===== config.mk =====
export PLATFORM = sky130hd
export DESIGN_NAME = fifo_drainer
export DESIGN_NICKNAME = d
export VERILOG_FILES = /design/src/rtl/fifo_drainer.sv
export SDC_FILE = /design/constraint.sdc
export NUM_CORES = 1
export LEC_CHECK = 0
export BUFFER_PORTS_ARGS = -buffer_cell sky130_fd_sc_hd__buf_2
export CAP_MARGIN = 15
export CORE_ASPECT_RATIO = 1.75
export CORE_UTILIZATION = 45
export CTS_CLUSTER_SIZE = 24
export DETAILED_ROUTE_END_ITERATION = 6
export GPL_TIMING_DRIVEN = 0
export PLACE_DENSITY_LB_ADDON = 0.05
export SYNTH_ARGS = -nofsm -noshare
export SYNTH_HDL_FRONTEND = slang
export SYNTH_SLANG_ARGS = --single-unit

===== constraint.sdc =====
create_clock -name clk -period 4.5 [get_ports clk]
set_clock_uncertainty 0.15 [all_clocks]
set_input_delay 0.225 -clock clk [delete_from_list [all_inputs] [get_ports clk]]
set_output_delay 0.225 -clock clk [all_outputs]
set_load 0.1 [all_outputs]

===== src/rtl/fifo_drainer.sv =====
// fifo_drainer
//   Pops words from a FIFO and writes them to consecutive memory addresses:
//   base_addr, base_addr+step, ... up to end_addr inclusive. The run also ends
//   when the next address would carry out of AW bits.
//   Each word takes two cycles: POP (r_en), then WRITE (mem_cs/mem_we).
//
// Optional feature: define FIFO_DRAINER_CNT_EN to add the word_cnt output.
//
// Ports
//   clk, rstn           clock, asynchronous active-low reset
//   start               begin a run (sampled in IDLE only)
//   base_addr           first write address      (latched on accepted start)
//   addr_step           address increment, 0->1  (latched on accepted start)
//   end_addr            last legal address, incl (latched on accepted start)
//   empty, from_fifo    FIFO status / read data (data valid the cycle after r_en)
//   r_en                FIFO pop strobe, never asserted while empty=1
//   mem_cs, mem_we      memory strobes, high only in WRITE
//   mem_addr, mem_wdata memory address / data, zero outside WRITE
//   busy                high in any state other than IDLE
//   done                one-cycle pulse in FINISH
//   dbg_state           one-hot FSM state for observation
//   word_cnt            words written in the current/last run (FIFO_DRAINER_CNT_EN)
//
// Handshake: the FIFO side is a pop strobe; r_en=1 in a cycle means one word is
// consumed at the next rising edge, and that word is presented on from_fifo in
// the following cycle. There is no back-pressure on the memory side: a word is
// written in the single cycle mem_cs=mem_we=1.
module fifo_drainer #(
  parameter int WIDTH = 16,
  parameter int AW    = 16
) (
  input  logic             clk,
  input  logic             rstn,
  input  logic             start,
  input  logic [AW-1:0]    base_addr,
  input  logic [AW-1:0]    addr_step,
  input  logic [AW-1:0]    end_addr,
  input  logic             empty,
  input  logic [WIDTH-1:0] from_fifo,
  output logic             r_en,
  output logic             mem_cs,
  output logic             mem_we,
  output logic [AW-1:0]    mem_addr,
  output logic [WIDTH-1:0] mem_wdata,
  output logic             busy,
  output logic             done,
  output logic [3:0]       dbg_state
`ifdef FIFO_DRAINER_CNT_EN
  ,
  output logic [AW-1:0]    word_cnt
`endif
);

  typedef enum logic [3:0] {
    IDLE   = 4'b0001,
    POP    = 4'b0010,
    WRITE  = 4'b0100,
    FINISH = 4'b1000
  } state_t;

  state_t          state, state_nxt;
  logic [AW-1:0]   addr;
  logic [AW-1:0]   step_q;
  logic [AW-1:0]   end_q;
  logic [AW:0]     next_sum;
  logic            start_ok;
  logic            last_word;

  // A start whose range is empty (base above end) is not a run at all.
  assign start_ok  = start && (base_addr <= end_addr);

  // One extra bit so a carry out of AW bits is seen as "past the end".
  assign next_sum  = {1'b0, addr} + {1'b0, step_q};
  assign last_word = next_sum > {1'b0, end_q};

  always_ff @(posedge clk or negedge rstn) begin
    if (!rstn) begin
      state  <= IDLE;
      addr   <= '0;
      step_q <= '0;
      end_q  <= '0;
    end else begin
      state <= state_nxt;
      if (state == IDLE && start_ok) begin
        addr   <= base_addr;
        step_q <= (addr_step == '0) ? AW'(1) : addr_step;
        end_q  <= end_addr;
      end else if (state == WRITE && !last_word) begin
        addr <= next_sum[AW-1:0];
      end
    end
  end

`ifdef FIFO_DRAINER_CNT_EN
  always_ff @(posedge clk or negedge rstn) begin
    if (!rstn) begin
      word_cnt <= '0;
    end else if (state == IDLE && start_ok) begin
      word_cnt <= '0;
    end else if (state == WRITE) begin
      word_cnt <= word_cnt + AW'(1);
    end
  end
`endif

  always_comb begin
    state_nxt = state;
    r_en      = 1'b0;
    mem_cs    = 1'b0;
    mem_we    = 1'b0;
    mem_addr  = '0;
    mem_wdata = '0;
    busy      = 1'b1;
    done      = 1'b0;
    unique case (state)
      IDLE: begin
        busy = 1'b0;
        if (start_ok) state_nxt = POP;
      end
      POP: begin
        // Stay here for as long as the FIFO is empty; pop only when it is not.
        if (!empty) begin
          r_en      = 1'b1;
          state_nxt = WRITE;
        end
      end
      WRITE: begin
        mem_cs    = 1'b1;
        mem_we    = 1'b1;
        mem_addr  = addr;
        mem_wdata = from_fifo;
        state_nxt = last_word ? FINISH : POP;
      end
      FINISH: begin
        done      = 1'b1;
        state_nxt = IDLE;
      end
      default: begin
        busy      = 1'b0;
        state_nxt = IDLE;
      end
    endcase
  end

  assign dbg_state = state;

endmodule

Word-level counts from Yosys, hierarchy flattened. Index checks and enable logic that the tools add are counted.

Bits in latches: 0. Logic and storage cells: 35. Memory bits (read-only): 0. Flip-flop bits (word level): 52. Bits in writable memories: 0. Output and inout port bits: 41. Memories: 0. Bits of input ports: 68.

$mul: 0. Muxes and demuxes: 14. Divide/modulo/power cells: 0. Shift operators: 0. Order comparisons: 2. Add/sub/neg operators: 1. Reduce and logical (&&, ||, !) cells: 8. Bitwise operators: 0. Equality and inequality tests: 6.

Operators with widths (count): 16-bit 2-to-1 mux (5); 16-bit by 16-bit adder with 17-bit output (1); 17-bit by 16-bit greater-than comparator with 1-bit output (1); 16-bit <= comparator (1); 16-bit logical NOT (1); 4-bit 2-to-1 mux (3); 4-bit one-hot mux with 3 select lines (1); 1-bit 2-to-1 mux (5); 4-bit by 1-bit equality test with 1-bit output (second input constant) (1); 4-bit by 2-bit equality test with 1-bit output (second input constant) (1); 4-bit by 3-bit equality test with 1-bit output (second input constant) (1); 4-bit equality test (second input constant) (1); 2-bit inequality test (second input constant) (2); 1-bit logical AND (3); 3-bit OR reduction (1); 2-bit AND reduction (1); 2-bit nonzero test (1); 1-bit logical NOT (1).

Logic depth before layout (Yosys ltp). Gate-level depths: netlist of the first run.

Word-level depth: 6. Depth in mapped cells: 17. Gate-level depth less buffers: 15.

Worst setup path before layout of the first run. Ideal clock, no wire load.

Path type: reg-to-output. From: register state[3] (netlist: dbg_state[3]). To: output port done. Setup slack: 111 ps. Buffers on the path: 0. Arrival time: 4014 ps. Cell stages (with the launch flop): 3. Data required time: 4125 ps. Cell sequence: dfrtp_1 > inv_1 > nor4_1.

Longest elaborated chain between the ends: 2.

RTL lines: start: declaration (line 61) `state_t state, state_nxt;`; start signal: assignment (line 83) `state <= state_nxt;`; 4-bit equality test (line 115) `unique case (state)`; 1-bit 2-to-1 mux (line 115); end: declaration (line 46) `output logic done,`.

No other way between the ends.

Final worst setup path of the first run.
From: register step_q[0]. To: register addr[2].

Longest elaborated chain between the ends: 5. Elaborated cells between the ends (all ways): 7. Those cells by class: add/sub: 1; order compare: 1; mux: 2; reduce/logical: 3.

RTL lines: start: declaration (line 63) `logic [AW-1:0] step_q;`; start signal: assignment (line 86) `step_q <= (addr_step == '0) ? AW'(1) : addr_step;`; 16-bit by 16-bit adder with 17-bit output (*) (line 73) `assign next_sum = {1'b0, addr} + {1'b0, step_q};`; 17-bit by 16-bit greater-than comparator with 1-bit output (line 74) `assign last_word = next_sum > {1'b0, end_q};`; 1-bit logical NOT (line 88) `end else if (state == WRITE && !last_word) begin`; 1-bit logical AND (line 88); 2-bit nonzero test (no source line); end signal: assignment (line 85) `addr <= base_addr;`; end signal: assignment (line 89) `addr <= next_sum[AW-1:0];`; end: declaration (line 62) `logic [AW-1:0] addr;`.

Mark *: on every way between the ends. The rest lies on a longest branch, timed or not. The select of a mux whose other input is x is not followed. A chain may end at the register's enable or synchronous reset.

==> results_dict.tcl, run 1 <==
set metrics [dict create \
    vias 3866 \
    antenna_found_initial 0 \
    synth-main-ff-cell "dfrtp_1" \
    async_flop_share_pct 100 \
    layout-drive-gt1-share_pct 30.7 \
    syn_nets 569 \
    chipHeight_um 127 \
    cts_buffers 5 \
    nFillCells 827 \
    clk_pin_slew_ns 0.07 \
    detail_route.vias_per_cell 5.49 \
    synth_cells 452 \
    clkSinkCount 52 \
    drc 0 \
    finalHoldViolations 0 \
    critPathArrivalTime_ns 4.46 \
    setup_viol_count_final 0 \
    design.core.area_um2 8670 \
    dp_hpwl_um 9130 \
    timing.hold.ws_ns 0.00139 \
    fin_area_um2 5220 \
    fp-row-count 45 \
    grt_max_degree 36 \
    finalNonFillerCells 704 \
    die_area_um2 9340 \
    tightest_slew_ns 0.866 \
    synth_edf_count 0 \
    period_needed_ns 4.43 \
    ys_types 50 \
    drv_cap 0 \
    ios 109 \
    gp_congestion 0.888 \
    critical_path_class "reg -> reg" \
    crit_required_ns 4.54 \
    fin_ws_ns 0.0727 \
    grt_overflow 0 \
    cpMaxStageDelayCell "or4_4" \
    status "completed" \
    pre_cts_slack_ns -0.401 \
    fin_crit_sh_pct 98.4 \
    clock.fmax_mhz 226 \
    end_kind "register" \
    grt_usage_pct 25.9 \
    crit_chain "ha_4, fa_2, a211oi_4, buf_4, nor4_4, nor3_2, or2_4, a31oi_4, ha_1, nand4_1, or4_4, mux2i_2, a21oi_2, nor4b_4, or2_1, buf_6, mux2_4" \
    synth_seq_cells 52 \
    syn_avg_cell_area_um2 8.90 \
    antenna_cells 0 \
    cp-start-kind "register" \
    synthesis.area_um2 4020 \
    cts_tree "built" \
    drt_pass1_iterations 4 \
    h-tree-depth 2 \
    first_iter_violations 160 \
    dp_cells 678 \
    wl_per_cell_um 16.7 \
    clock_latency_ns 0.30 \
    slew_headroom_pct 41.8 \
    wl_um 11700 \
    area_growth_pct 29.6 \
    dpl_cell_area_um2 4730 \
    cts_root_buf "clkbuf_16" \
    nets 703 \
    port_buffers 108 \
    finalMaxSlewViolations 0 \
    slowest_delay_ns 0.54 \
    start_util_pct 46.4 \
    yosys_warnings 0 \
    die_w_um 73.5 \
    hp-class "in -> reg" \
    grt_pass1_vias 3673 \
    grt_pass1_wl_um 18200 \
    path_max_fanout 6 \
    cts_buffer_depth 2 \
    ant_nets 0 \
    seq_area_frac_synth_pct 32.4 \
]
-- kinds of logic after synthesis --
family | after synthesis | synth area share (%)
simple gates | 136 | 18.0
flops | 52 | 32.4
buf+inv | 62 | 6.47
fa+ha+maj | 49 | 15.4
mux | 34 | 9.02
xor+xnor | 10 | 2.18
compound gates | 109 | 16.5
-- cell type report --
type	instances	area [µm²]	share of cell area (%)
clock buffers	5	125	2.40
clock inverters	3	90.1	1.73
plain buffers	20	105	2.01
multi-input cells	338	2580	49.5
inverters	41	154	2.95
flip-flops and latches	52	1300	25.0
well taps	117	146	2.81
repair buffers	128	713	13.7
-- critical path: cells and delay by family (launching register included) --
| family | cells | cell delay (ns) |
|---|---|---|
| compound gates | 3 | 0.45 |
| buf+inv | 2 | 0.30 |
| mux | 2 | 0.47 |
| simple gates | 7 | 1.57 |
| fa+ha+maj | 3 | 0.93 |
| flops | 1 | 0.43 |
-- cells in the mapped netlist, drive strengths merged (3+ instances only) --
library cell / n / share of area [%]
dfrtp: 51 / 32
ha: 48 / 15
inv: 41 / 3.8
a21oi: 39 / 4.9
and2: 32 / 5.0
nand2: 31 / 2.9
o21ai: 29 / 3.6
nor3: 24 / 3.0
mux2: 18 / 5.0
mux2i: 16 / 4.0
nor2: 13 / 1.2
buf: 12 / 1.8
clkbuf: 9 / 0.87
nand3: 9 / 1.1
a211oi: 8 / 1.5
nand4: 8 / 1.2
nor4: 8 / 1.2
a21o: 5 / 0.93
xnor2: 5 / 1.1
xor2: 5 / 1.1
o21bai: 4 / 0.75
o211ai: 3 / 0.56
o221ai: 3 / 0.65
-- stage by stage --
| stage | util, % | setup TNS (ns) |
|---|---|---|
| final | 60.2 | 0 |
| after global routing | 60.2 | -0.316 |
| after CTS | 58.1 | 0 |
| after detailed placement | 54.6 | -4.13 |
| after global placement | 54.3 | -2.26 |
| after floorplan | - | 0 |
-- sequential cells by signal, summed over array words and instances (netlist names) --
name       flops
step_q        16
end_q         16
dbg_state      4
addr          16
-- routing by layer --
metal,track usage [%],share of wire [%],vias up
li1,-,-,1889
met1,29.6,40,1789
met2,46.4,52,153
met3,2.84,4.2,35
met4,12.9,4.6,0
met5,0,0,-
-- repair_timing --
action | CTS | global route
endpoints found under the hold margin | 19 | 0
setup endpoints to repair | 16 | 17
gates resized for setup | 7 | 20
setup buffers | 2 | 13
hold buffers | 4 | 0
pin swaps | 3 | 16
-- path summary, 6_finish.rpt --
kind                                    endpoint  slack (ns)  cells past startpoint                   from
setup reg to reg             addr[2]$_DFFE_PN0P_        0.07                     17  step_q[0]$_DFFE_PN0P_
max in group asynchronous  step_q[2]$_DFFE_PN0P_        3.37                      3                   rstn
setup / recovery             addr[2]$_DFFE_PN0P_        0.07                     17  step_q[0]$_DFFE_PN0P_
hold / removal             end_q[10]$_DFFE_PN0P_       0.001                      3           end_addr[10]
hold reg to reg            step_q[8]$_DFFE_PN0P_        0.37                      1  step_q[8]$_DFFE_PN0P_
min in group asynchronous   end_q[0]$_DFFE_PN0P_        0.27                      2                   rstn
-- cell usage in the layout, fill, tap and decap left out, types with 3 or more instances in the layout --
cell type / instances
a211oi_1: 7
nand2_1: 31
inv_1: 41
buf_4: 16
nand3_1: 9
dfrtp_1: 51
xor2_1: 5
o21ai_1: 3
o211ai_1: 3
ha_1: 47
nor4_1: 7
and2_1: 32
clkbuf_16: 5
o21bai_1: 4
nand4_1: 8
xnor2_1: 5
nor3_1: 22
mux2i_1: 15
dlygate4sd3_1: 4
mux2_2: 17
o21ai_0: 26
nor2_1: 12
a21oi_1: 36
bufinv_16: 3
clkbuf_1: 8
o221ai_1: 3
buf_2: 116
a21oi_2: 3
a21o_1: 5
Power of run 1 is left out: the tool's default activity adds up to more than one toggle a clock period on the data nets, which glitch-free logic cannot reach.
==> inputs of run 2 (changes only) <==
- HOLD_SLACK_MARGIN: not set -> 0.15
==> results_dict.tcl, run 2 (synthesis gave the netlist of run 1 again) <==
set metrics [dict create \
    critical_path_class "reg -> reg" \
    critPathTopFamily "simple AND/OR/NAND/NOR gates" \
    ff2ff_setup_slack_ns 0.08 \
    grt_pass1_vias 3870 \
    path_buf_inv 2 \
    drt_pass1_iterations 4 \
    tns_ns 0 \
    wl_um 12300 \
    crit_chain "ha_4, fa_2, a211oi_4, buf_4, nor4_4, nor3_2, or2_4, a31oi_4, ha_1, nand4_1, or4_4, mux2i_2, a21oi_2, nor4b_4, or2_1, buf_6, mux2_4" \
    die_w_um 73.5 \
    vias 4002 \
    hp-start "base_addr[1]" \
    drv_cap 0 \
    end_kind "register" \
    critPathArrivalTime_ns 4.45 \
    cts_root_buf "clkbuf_16" \
    cp-start-kind "register" \
    slew_headroom_pct 40.5 \
    antenna_found_initial 0 \
    drc 0 \
    design.core.area_um2 8670 \
    finalMaxSlewViolations 0 \
    ios 109 \
    clock_latency_ns 0.30 \
    r2r_cells 17 \
    slowest_delay_ns 0.54 \
    port_buffers 108 \
    setup_viol_count_final 0 \
    path_max_fanout 6 \
    area_growth_pct 39.3 \
    layout-drive-gt1-share_pct 28.8 \
    clkSinkCount 52 \
    start_util_pct 46.4 \
    grt_overflow 0 \
    dp_hpwl_um 9130 \
    wl_per_cell_um 16.6 \
    highest_layer "met4" \
    gp_congestion 0.888 \
    layout.cells.most_common_list "buf_2, dfrtp_1, ha_1, dlygate4sd3_1, inv_1" \
    drt-met1-wl_um 4870 \
    hp-class "in -> reg" \
    cts_buffer_depth 2 \
    first_iter_violations 141 \
    antenna_cells 0 \
    tightest_slew_ns 0.886 \
    die_area_um2 9340 \
    detail_route.vias_per_cell 5.39 \
    hold-path-endpoint "addr[1]$_DFFE_PN0P_" \
    dp_cells 678 \
    clk_pin_slew_ns 0.07 \
    fp-row-count 45 \
    crit_required_ns 4.54 \
    grt_max_degree 36 \
    hold_depth 3 \
    pre_cts_slack_ns -0.401 \
    ir_worst_vdd_mv 0.579 \
    cts_tree "built" \
    cts_buffers 5 \
    dpl_cell_area_um2 4730 \
    period_needed_ns 4.42 \
    finalNonFillerCells 743 \
    powerDensity_nw_per_um2 915 \
    fin_area_um2 5610 \
    fin_crit_sh_pct 98.1 \
    reg2reg_to "addr[2]$_DFFE_PN0P_" \
    wl_met3_um 502 \
    fin_ws_ns 0.0848 \
    chipHeight_um 127 \
    finalHoldViolations 0 \
    final_common_cell "buf_2" \
    grt_usage_pct 26.9 \
    reg2reg_from "step_q[0]$_DFFE_PN0P_" \
    clock.fmax_mhz 226 \
    cpMaxStageDelayCell "or4_4" \
    leakage_nw 2.80 \
    status "completed" \
    grt_pass1_wl_um 19000 \
    largest_registers "addr: 16 flops, end_q: 16 flops, step_q: 16 flops" \
    nets 742 \
    h-tree-depth 2 \
    ant_nets 0 \
    routed-wl-met2_um 6400 \
]
run 2: cell types whose count changed in the layout (fill, tap and decap cells not counted), sizes merged:
cell,previous run,this run
buf,135,134
dlygate4sd3,4,43
clkbuf,14,15
run 2: metrics by stage:
step | hold slack [ns] | util (%) | total power, W
after floorplan | -0.221 | - | 0.00317
after global placement | 0.298 | 54.3 | 0.00389
after detailed placement | 0.0652 | 54.6 | 0.00398
after CTS | 0.153 | 62.6 | 0.00469
after global routing | 0.159 | 64.7 | 0.00551
final | 0.146 | 64.7 | 0.00513
run 2: tightest hold or removal path: stages:
cell	delay (ns)
buf_2	0.09
mux2i_1	0.09
a21oi_1	0.15
run 2: repair_timing:
| action | 4_1_cts | 5_1_grt |
|---|---|---|
| hold buffers | 43 | 0 |
| pin swaps | 3 | 16 |
| endpoints found under the hold margin | 95 | 0 |
| setup endpoints to repair | 16 | 17 |
| buffers inserted | 2 | 12 |
| resized for setup | 7 | 21 |
run 2: how the worst max path moves through the flow:
stage	start	endpoint	slack, ns	cells past startpoint
finish	step_q[0]$_DFFE_PN0P_	addr[2]$_DFFE_PN0P_	0.08	17
global route	step_q[0]$_DFFE_PN0P_	addr[2]$_DFFE_PN0P_	-0.05	16
CTS	addr[0]$_DFFE_PN0P_	addr[2]$_DFFE_PN0P_	0.02	15
detailed placement	addr[0]$_DFFE_PN0P_	addr[2]$_DFFE_PN0P_	-0.40	16
global placement	addr[0]$_DFFE_PN0P_	addr[2]$_DFFE_PN0P_	-0.29	16
floorplan	dbg_state[3]$_DFFE_PN0P_	done	0.11	2
run 2: layout make-up:
type                       instances  area, µm²
buffer                            21        113
clock buffer                       5        125
clock inverter                     3       90.1
fill                             792       3060
inverter                          41        154
multi-input combinational        338       2580
sequential                        52       1300
tap                              117        146
timing repair buffer             166       1100
run 2: routing by layer:
metal,global-route usage (%),vias to the layer above
met5,0,-
met4,13.0,0
met3,2.84,40
met2,48.8,160
li1,-,1961
met1,30.4,1841
run 2: report_power, final:
part | total (W) | leakage, nW | internal (W) | switching, W
clock network | 0.000565 | 0.104 | 0.000375 | 0.000190
registers | 0.000870 | 0.612 | 0.000700 | 0.000170
logic | 0.00370 | 2.08 | 0.00151 | 0.00219
(Power assumes the default switching activity.)
